$ cat config.mk
export PLATFORM = sky130hd
export DESIGN_NAME = regfile_wb_ctrl
export DESIGN_NICKNAME = d
export VERILOG_FILES = /design/src/rtl/regfile_wb_ctrl.sv
export SDC_FILE = /design/constraint.sdc
export NUM_CORES = 1
export LEC_CHECK = 0
export BUFFER_PORTS_ARGS = -buffer_cell sky130_fd_sc_hd__buf_2
export CORE_MARGIN = 10
export CORE_UTILIZATION = 40
export DETAILED_ROUTE_END_ITERATION = 8
export PLACE_DENSITY = 0.66
export RECOVER_POWER = 50
export SLEW_MARGIN = 10
export SYNTH_ARGS = -nofsm -noshare
export SYNTH_HDL_FRONTEND = slang
export SYNTH_SLANG_ARGS = --single-unit
$ cat constraint.sdc
create_clock -name clk -period 12.6 [get_ports clk]
set_input_delay 0 -clock clk [delete_from_list [all_inputs] [get_ports clk]]
set_output_delay 0 -clock clk [all_outputs]
set_load 0.05 [all_outputs]
$ cat src/rtl/regfile_wb_ctrl.sv
// Write-back controller in front of the register file's single write port.
// After reset it walks x1..x31 writing zero. It then merges the unstallable
// ALU write-back with a small FIFO of load results. Pending load destinations
// are exported as pend_mask for the hazard unit.
//
// Load handshake: a load transfers on the rising edge where ld_valid and
// ld_ready are both high. ld_ready depends only on registered state, so it
// never depends combinationally on ld_valid. A load to x0 is accepted and
// discarded.
module regfile_wb_ctrl #(
    parameter int DEPTH = 2
) (
    input  logic        clk,
    input  logic        rst,
    input  logic        alu_valid,
    input  logic [4:0]  alu_rd,
    input  logic [31:0] alu_data,
    input  logic        ld_valid,
    output logic        ld_ready,
    input  logic [4:0]  ld_rd,
    input  logic [31:0] ld_data,
    output logic        write,
    output logic [4:0]  wrAddr,
    output logic [31:0] wrData,
    output logic        busy,
    output logic        drain_req,
    output logic [31:0] pend_mask,
    output logic        dbgState
);

    localparam int PW = 2;
    localparam logic [PW-1:0] LAST_PTR = PW'(DEPTH - 1);
    localparam logic [2:0]    DEPTH_C  = 3'(DEPTH);

    typedef enum logic {CLEAR = 1'b0, RUN = 1'b1} stateT;

    stateT            stateQ, stateD;
    logic [5:0]       cntQ, cntD;
    logic [4:0]       entRd   [DEPTH];
    logic [31:0]      entData [DEPTH];
    logic [DEPTH-1:0] entLive, liveNext;
    logic [PW-1:0]    rdPtr, wrPtr;
    logic [2:0]       countQ;
    logic             aluWr, pushEn, popEn, headLive;
    logic [31:0]      headData;
    logic [4:0]       rdNext;
    logic [31:0]      maskNext;
    logic             nxtWrite;
    logic [4:0]       nxtAddr;
    logic [31:0]      nxtData;

    function automatic logic [PW-1:0] ptrInc(input logic [PW-1:0] p);
        return (p == LAST_PTR) ? '0 : p + 1'b1;
    endfunction

    assign busy      = (stateQ == CLEAR);
    assign drain_req = (countQ == DEPTH_C);
    assign dbgState  = (stateQ == RUN);

    // Handshake and arbitration: the ALU always wins; a pop frees no slot this cycle
    always_comb begin
        ld_ready = (stateQ == RUN) && (countQ < DEPTH_C);
        aluWr    = (stateQ == RUN) && alu_valid && (alu_rd != 5'd0);
        pushEn   = ld_ready && ld_valid && (ld_rd != 5'd0);
        popEn    = (stateQ == RUN) && !aluWr && (countQ != 3'd0);
    end

    // Head-of-FIFO selection without indexing by a pointer wider than the array
    always_comb begin
        headData = '0;
        headLive = 1'b0;
        for (int i = 0; i < DEPTH; i++) begin
            if (rdPtr == PW'(i)) begin
                headData = entData[i];
                headLive = entLive[i];
            end
        end
    end

    // Next live bits (kill, then pop, then push) and the scoreboard they imply
    always_comb begin
        liveNext = entLive;
        maskNext = '0;
        rdNext   = '0;
        for (int i = 0; i < DEPTH; i++) begin
            rdNext = entRd[i];
            if (aluWr && (entRd[i] == alu_rd)) liveNext[i] = 1'b0;
            if (popEn && (rdPtr == PW'(i)))    liveNext[i] = 1'b0;
            if (pushEn && (wrPtr == PW'(i))) begin
                liveNext[i] = 1'b1;
                rdNext      = ld_rd;
            end
            if (liveNext[i]) maskNext[rdNext] = 1'b1;
        end
        maskNext[0] = 1'b0;
    end

    // FSM state register
    always_ff @(posedge clk or posedge rst) begin
        if (rst) stateQ <= CLEAR;
        else     stateQ <= stateD;
    end

    // FSM next state: leave CLEAR one edge after x31 has been issued
    always_comb begin
        stateD = stateQ;
        if ((stateQ == CLEAR) && (cntQ == 6'd32)) stateD = RUN;
    end

    // FSM outputs: next values for the write port and clear counter
    always_comb begin
        nxtWrite = 1'b0;
        nxtAddr  = wrAddr;
        nxtData  = wrData;
        cntD     = cntQ;
        case (stateQ)
            CLEAR: begin
                if (cntQ != 6'd32) begin
                    nxtWrite = 1'b1;
                    nxtAddr  = cntQ[4:0];
                    nxtData  = '0;
                    cntD     = cntQ + 6'd1;
                end
            end
            RUN: begin
                if (aluWr) begin
                    nxtWrite = 1'b1;
                    nxtAddr  = alu_rd;
                    nxtData  = alu_data;
                end else if (popEn && headLive) begin
                    nxtWrite = 1'b1;
                    nxtAddr  = 5'(headRdSel());
                    nxtData  = headData;
                end
            end
            default: ;
        endcase
    end

    function automatic logic [4:0] headRdSel();
        logic [4:0] r;
        r = '0;
        for (int i = 0; i < DEPTH; i++) if (rdPtr == PW'(i)) r = entRd[i];
        return r;
    endfunction

    // Registered write port, clear counter and scoreboard
    always_ff @(posedge clk or posedge rst) begin
        if (rst) begin
            cntQ      <= 6'd1;
            write     <= 1'b0;
            wrAddr    <= '0;
            wrData    <= '0;
            pend_mask <= '0;
        end else begin
            cntQ      <= cntD;
            write     <= nxtWrite;
            wrAddr    <= nxtAddr;
            wrData    <= nxtData;
            pend_mask <= maskNext;
        end
    end

    // Load FIFO storage, pointers and occupancy
    always_ff @(posedge clk or posedge rst) begin
        if (rst) begin
            rdPtr   <= '0;
            wrPtr   <= '0;
            countQ  <= '0;
            entLive <= '0;
            for (int i = 0; i < DEPTH; i++) begin
                entRd[i]   <= '0;
                entData[i] <= '0;
            end
        end else begin
            entLive <= liveNext;
            for (int i = 0; i < DEPTH; i++) begin
                if (pushEn && (wrPtr == PW'(i))) begin
                    entRd[i]   <= ld_rd;
                    entData[i] <= ld_data;
                end
            end
            if (pushEn) wrPtr <= ptrInc(wrPtr);
            if (popEn)  rdPtr <= ptrInc(rdPtr);
            if (pushEn && !popEn)      countQ <= countQ + 3'd1;
            else if (!pushEn && popEn) countQ <= countQ - 3'd1;
        end
    end

endmodule

# [Word level (Yosys, flattened, before mapping)]
# Cells that the tools add are included.
[op_classes] add_sub_neg=5 order_cmp=5 n_eq_ne=9 mux=36 bitwise=2 n_reduce_logical=30
[op_table] cell="32-bit two-way mux" count=7
[op_table] cell="32-bit case mux with 2 select lines" count=1
[op_table] cell="5-bit two-way mux" count=7
[op_table] cell="32-bit bitwise OR" count=1
[op_table] cell="1-bit logical AND" count=19
[op_table] cell="1-bit two-way mux" count=13
[op_table] cell="5-bit by 6-bit less-than comparator with 1-bit output, second input constant" count=2
[op_table] cell="1-bit demux with 5-bit select" count=2
[op_table] cell="5-bit equality test" count=2
[op_table] cell="5-bit by 1-bit greater-or-equal comparator with 1-bit output, second input constant" count=2
[op_table] cell="5-bit case mux with 2 select lines" count=1
[op_table] cell="5-bit nonzero test" count=2
[op_table] cell="6-bit by 1-bit adder with 6-bit output, second input constant" count=1
[op_table] cell="6-bit equality test, second input constant" count=1
[op_table] cell="3-bit two-way mux" count=2
[op_table] cell="6-bit != test, second input constant" count=1
[op_table] cell="2-bit by 1-bit adder with 2-bit output, second input constant" count=2
[op_table] cell="2-bit by 1-bit equality test with 1-bit output, second input constant" count=2
[op_table] cell="2-bit zero test" count=2
[op_table] cell="2-bit two-way mux" count=2
[op_table] cell="2-bit AND reduction" count=2
[op_table] cell="3-bit by 1-bit adder with 3-bit output, second input constant" count=1
[op_table] cell="3-bit by 2-bit equality test with 1-bit output, second input constant" count=1
[op_table] cell="1-bit zero test" count=3
[op_table] cell="other kinds (8)" count=8
[totals] ff_bits=159 input_bits=78 output_inout_bits=74 elab_cells=101

# [Longest topological paths before layout]
[logic_depth] ltp_word=13 mapped_depth=11

# [Least setup slack after synthesis]
# No wires, ideal clock.
[synth_timing] path_type="register to register" startpoint="register stateQ (netlist: dbgState)" endpoint="register countQ[2]" setup_time_ps=79 t_arrival_ps=2894 t_required_ps=12521 path_slack_ps=9626 stages_incl_launch_ff=12 path_buffers=1 path_cell_list="dfrtp_1 or3b_1 buf_2 inv_1 nand2_1 a21oi_1 ha_1 inv_1 fa_1 xor2_1 nor2_1 xor2_1"
[synth_via] word_cells_on_any_way=14
[synth_rtl] element="start, declared" line_no="37" text="stateT stateQ, stateD;"
[synth_rtl] element="start signal, assigned" line_no="101" text="else stateQ <= stateD;"
[synth_rtl] element="1-bit logical AND (*)" line_no="62" text="ld_ready = (stateQ == RUN) && (countQ < DEPTH_C);"
[synth_rtl] element="net ld_ready" line_no="19" text="output logic ld_ready,"
[synth_rtl] element="1-bit logical AND (*) (2 in a row)" line_no="64" text="pushEn = ld_ready && ld_valid && (ld_rd != 5'd0);"
[synth_rtl] element="net pushEn" line_no="44" text="logic aluWr, pushEn, popEn, headLive;"
[synth_rtl] element="1-bit zero test" line_no="186" text="else if (!pushEn && popEn) countQ <= countQ - 3'd1;"
[synth_rtl] element="1-bit logical AND" line_no="186"
[synth_rtl] element="2-bit nonzero test (no source line)"
[synth_rtl] element="end signal, assigned" line_no="185" text="if (pushEn && !popEn) countQ <= countQ + 3'd1;"
[synth_rtl] element="end signal, assigned" line_no="186"
[synth_rtl] element="end, declared" line_no="43" text="logic [2:0] countQ;"
# Mark *: on every way through the listed nets, which the timed path passes. The rest lies on a longest branch.
# A chain may end at the register's enable or synchronous reset.

==> flow_metrics.tcl <==
set metrics [dict create \
    syn_inst 727 \
    critical_path.max_fanout 96 \
    dp_slack_ns 9.32 \
    cts_setup_buffers 0 \
    yosysTopAreaCell "dfrtp_1" \
    finalSetupTns_ns 0 \
    clockBufferDepth 2 \
    htreeDepth 4 \
    place_area_um2 8510 \
    yosys_warnings 0 \
    gr-total-overflow 0 \
    place_inst 1068 \
    synth.distinct_cells 54 \
    firstDrtPassIters 6 \
    nFillCells 1718 \
    worstSetupEndpointType "async pin" \
    clk_transition_reported_paths_ns 0.06 \
    crit_required_ns 12.33 \
    gp_congestion 0.768 \
    grt_usage 0.169 \
    layout.cells.non_filler 1168 \
    violations "max-capacitance violations, max-slew violations" \
    dr.first_iter.drc_count 410 \
    cap_violations 2 \
    rsz0062_at_grt "no" \
    io_pins 152 \
    async_reset_ff_frac 1.00 \
    tightest_slew_ns 4.27 \
    synth.area.top_cells "dfrtp_1 (52%), mux2i_1 (8.9%), nand2_1 (7.7%)" \
    ys_seq_area_frac 0.522 \
    cts_buffers 17 \
    area_delta_synth_final_pct 26.9 \
    grt_pass1_wl_um 34100 \
    busiest_layer "met2" \
    crit_top_cell "clkbuf_1" \
    arrival_ns 5.63 \
    fin_area_um2 9680 \
    wirelength_um 21000 \
    die_width_um 158 \
    setup.worst_path.start_class "input pin" \
    drive_gt1_frac 0.180 \
    fp-row-count 50 \
    setup_slack_ns 6.70 \
    slew_violations 162 \
    cts_sinks 159 \
    p_leak_nw 4.56 \
    tritoncts "built" \
    die_area_um2 25000 \
    grt_max_degree 97 \
    syn_avg_cell_area_um2 10.5 \
    final-setup-viol-count 0 \
    synth-seq-cells 159 \
    syn-num-nets 809 \
    crit_slowest_cell "clkbuf_1" \
    dp_hpwl_um 13300 \
    grt_pass1_vias 6532 \
    ir_worst_vdd_v 0.000180 \
    route.detailed.drc 0 \
    antenna_found_initial 0 \
    drtAntennaViolNets 0 \
    nNetsFinal 1005 \
    syn_area_um2 7630 \
    skew_ns 0.0110 \
    synth_top_cell_area_share 0.518 \
    met3_usage 0.0404 \
    met1_usage 0.221 \
    vias_per_cell 5.26 \
    timing.critical_path.buf_inv 4 \
    start_util 0.408 \
    criticalPathCategory "in -> async" \
    antenna_cells 0 \
    min_path_type "in -> reg" \
    vias 6149 \
    core-area_um2 18700 \
    min_period_ns 5.90 \
    fmax_mhz 170 \
    hold_ws_ns 0.00381 \
    wl_per_cell_um 18.0 \
    cts-root-buf "clkbuf_16" \
    hold_viol 0 \
    status "finished, violations left" \
    power_density_nw_per_um2 235 \
    slew_headroom -1.86 \
    crit_family "buffers and inverters" \
    dieHeight_um 158 \
    clk_latency_ns 0.42 \
    synthFlopType "dfrtp_1" \
    synth_edf_count 0 \
    path_cells "dlygate4sd3_1 -> clkbuf_1 -> clkinvlp_2 -> clkbuf_1" \
    grt.met2_usage 0.276 \
    cpPeakStageDelay_ns 2.57 \
    port_buffers 150 \
    fin_crit_sh 0.468 \
]
[registers in the layout (all words and copies together) (netlist names)]
signal     flops
wrPtr          2
pend_mask     31
rdPtr          2
wrAddr         5
entRd         10
wrData        32
entLive        2
dbgState       1
cntQ           6
write          1
countQ         3
entData       64
[placed cells by master (no fill, tap or decap), types with 3 or more instances in the layout]
| cell | count |
|---|---|
| nand2_1 | 157 |
| dfrtp_1 | 157 |
| buf_2 | 78 |
| clkbuf_1 | 74 |
| dlygate4sd3_1 | 70 |
| mux2i_1 | 68 |
| nor2_1 | 45 |
| mux2_2 | 42 |
| o22ai_1 | 33 |
| o31ai_1 | 31 |
| clkbuf_16 | 17 |
| a21oi_1 | 12 |
| xnor2_1 | 12 |
| nand3_1 | 11 |
| inv_1 | 8 |
| xor2_1 | 8 |
| nor3b_1 | 8 |
| a31oi_1 | 8 |
| buf_4 | 8 |
| nor4b_1 | 7 |
| o21ai_0 | 6 |
| nor3_1 | 5 |
| and3_1 | 5 |
| nor2b_1 | 4 |
| inv_6 | 4 |
| or4_1 | 3 |
| and3b_1 | 3 |
| a21boi_0 | 3 |
| a31oi_2 | 3 |
| ha_1 | 3 |
| clkinv_2 | 3 |
[metrics by stage]
step            util  total power [W]
3_3_place_gp   0.455          0.00176
5_1_grt        0.518          0.00242
4_1_cts        0.523          0.00231
2_1_floorplan      -          0.00155
3_5_place_dp   0.455          0.00178
6_report       0.518          0.00228
[Yosys cell counts, types with 3 or more instances]
master    number
a21boi_0       3
a21oi_1       12
a31oi_1        8
a31oi_2        3
and3_1         5
and3b_1        3
buf_2         25
clkbuf_1      23
dfrtp_1      158
ha_1           3
inv_1          9
mux2_2        42
mux2i_1       68
nand2_1      157
nand3_1       11
nor2_1        45
nor2b_1        4
nor3_1         5
nor3b_1        8
nor4b_1        7
o21ai_0        6
o22ai_1       33
o31ai_1       31
or4_1          3
xnor2_1       12
xor2_1         8
[per-layer routing]
| metal | routed length, um | vias to the layer above |
|---|---|---|
| li1 | - | 2944 |
| met1 | 9550 | 3035 |
| met2 | 10200 | 157 |
| met3 | 1040 | 13 |
| met4 | 240 | 0 |
| met5 | 0 | - |
[timing repair]
item / CTS / global route
endpoints found under the hold margin: 199 / 0
gates resized for setup: 0 / 0
hold buffers: 70 / 0
[report_power, final]
group          internal, W  leakage (nW)  total (W)  switching, W
clock network     0.000292         0.275   0.000506      0.000213
registers         0.000697          2.05   0.000837      0.000140
logic             0.000312          2.24   0.000932      0.000620
[final cells by class]
cell class	count	area (um2)	area share
Clock inverter	12	136	0.0141
Tap cell	234	293	0.0302
Timing Repair Buffer	229	1430	0.147
Sequential cell	159	3980	0.411
Multi-Input combinational cell	507	3380	0.349
Clock buffer	18	429	0.0443
Inverter	9	35.0	0.00362
[tightest hold or removal path, cell delays in order]
cell and delay (ns):
buf_2 0.11, nand2_1 0.05, a21oi_1 0.07, xor2_1 0.14
[worst paths after layout]
path / start / to / slack (ns) / depth (start not counted)
hold reg to reg: entData[33] / entData[33] / 0.47 / 2
hold / removal: ld_valid / wrPtr[0] / 0.004 / 4
max in group clk: dbgState / pend_mask[29] / 9.27 / 6
setup reg to reg: dbgState / pend_mask[29] / 9.27 / 6
setup / recovery: rst / entData[60] / 6.70 / 4
min in group asynchronous: rst / entData[63] / 1.38 / 3
[cells by family after synthesis]
group,Yosys count,synth area share
mux,110,0.151
fa+ha+maj,4,0.00755
xor+xnor,20,0.0230
compound gates,114,0.111
other cells,1,0.000492
flops,159,0.522
buf+inv,61,0.0351
simple gates,258,0.150
No activity file was read; power rests on OpenSTA's default activity.
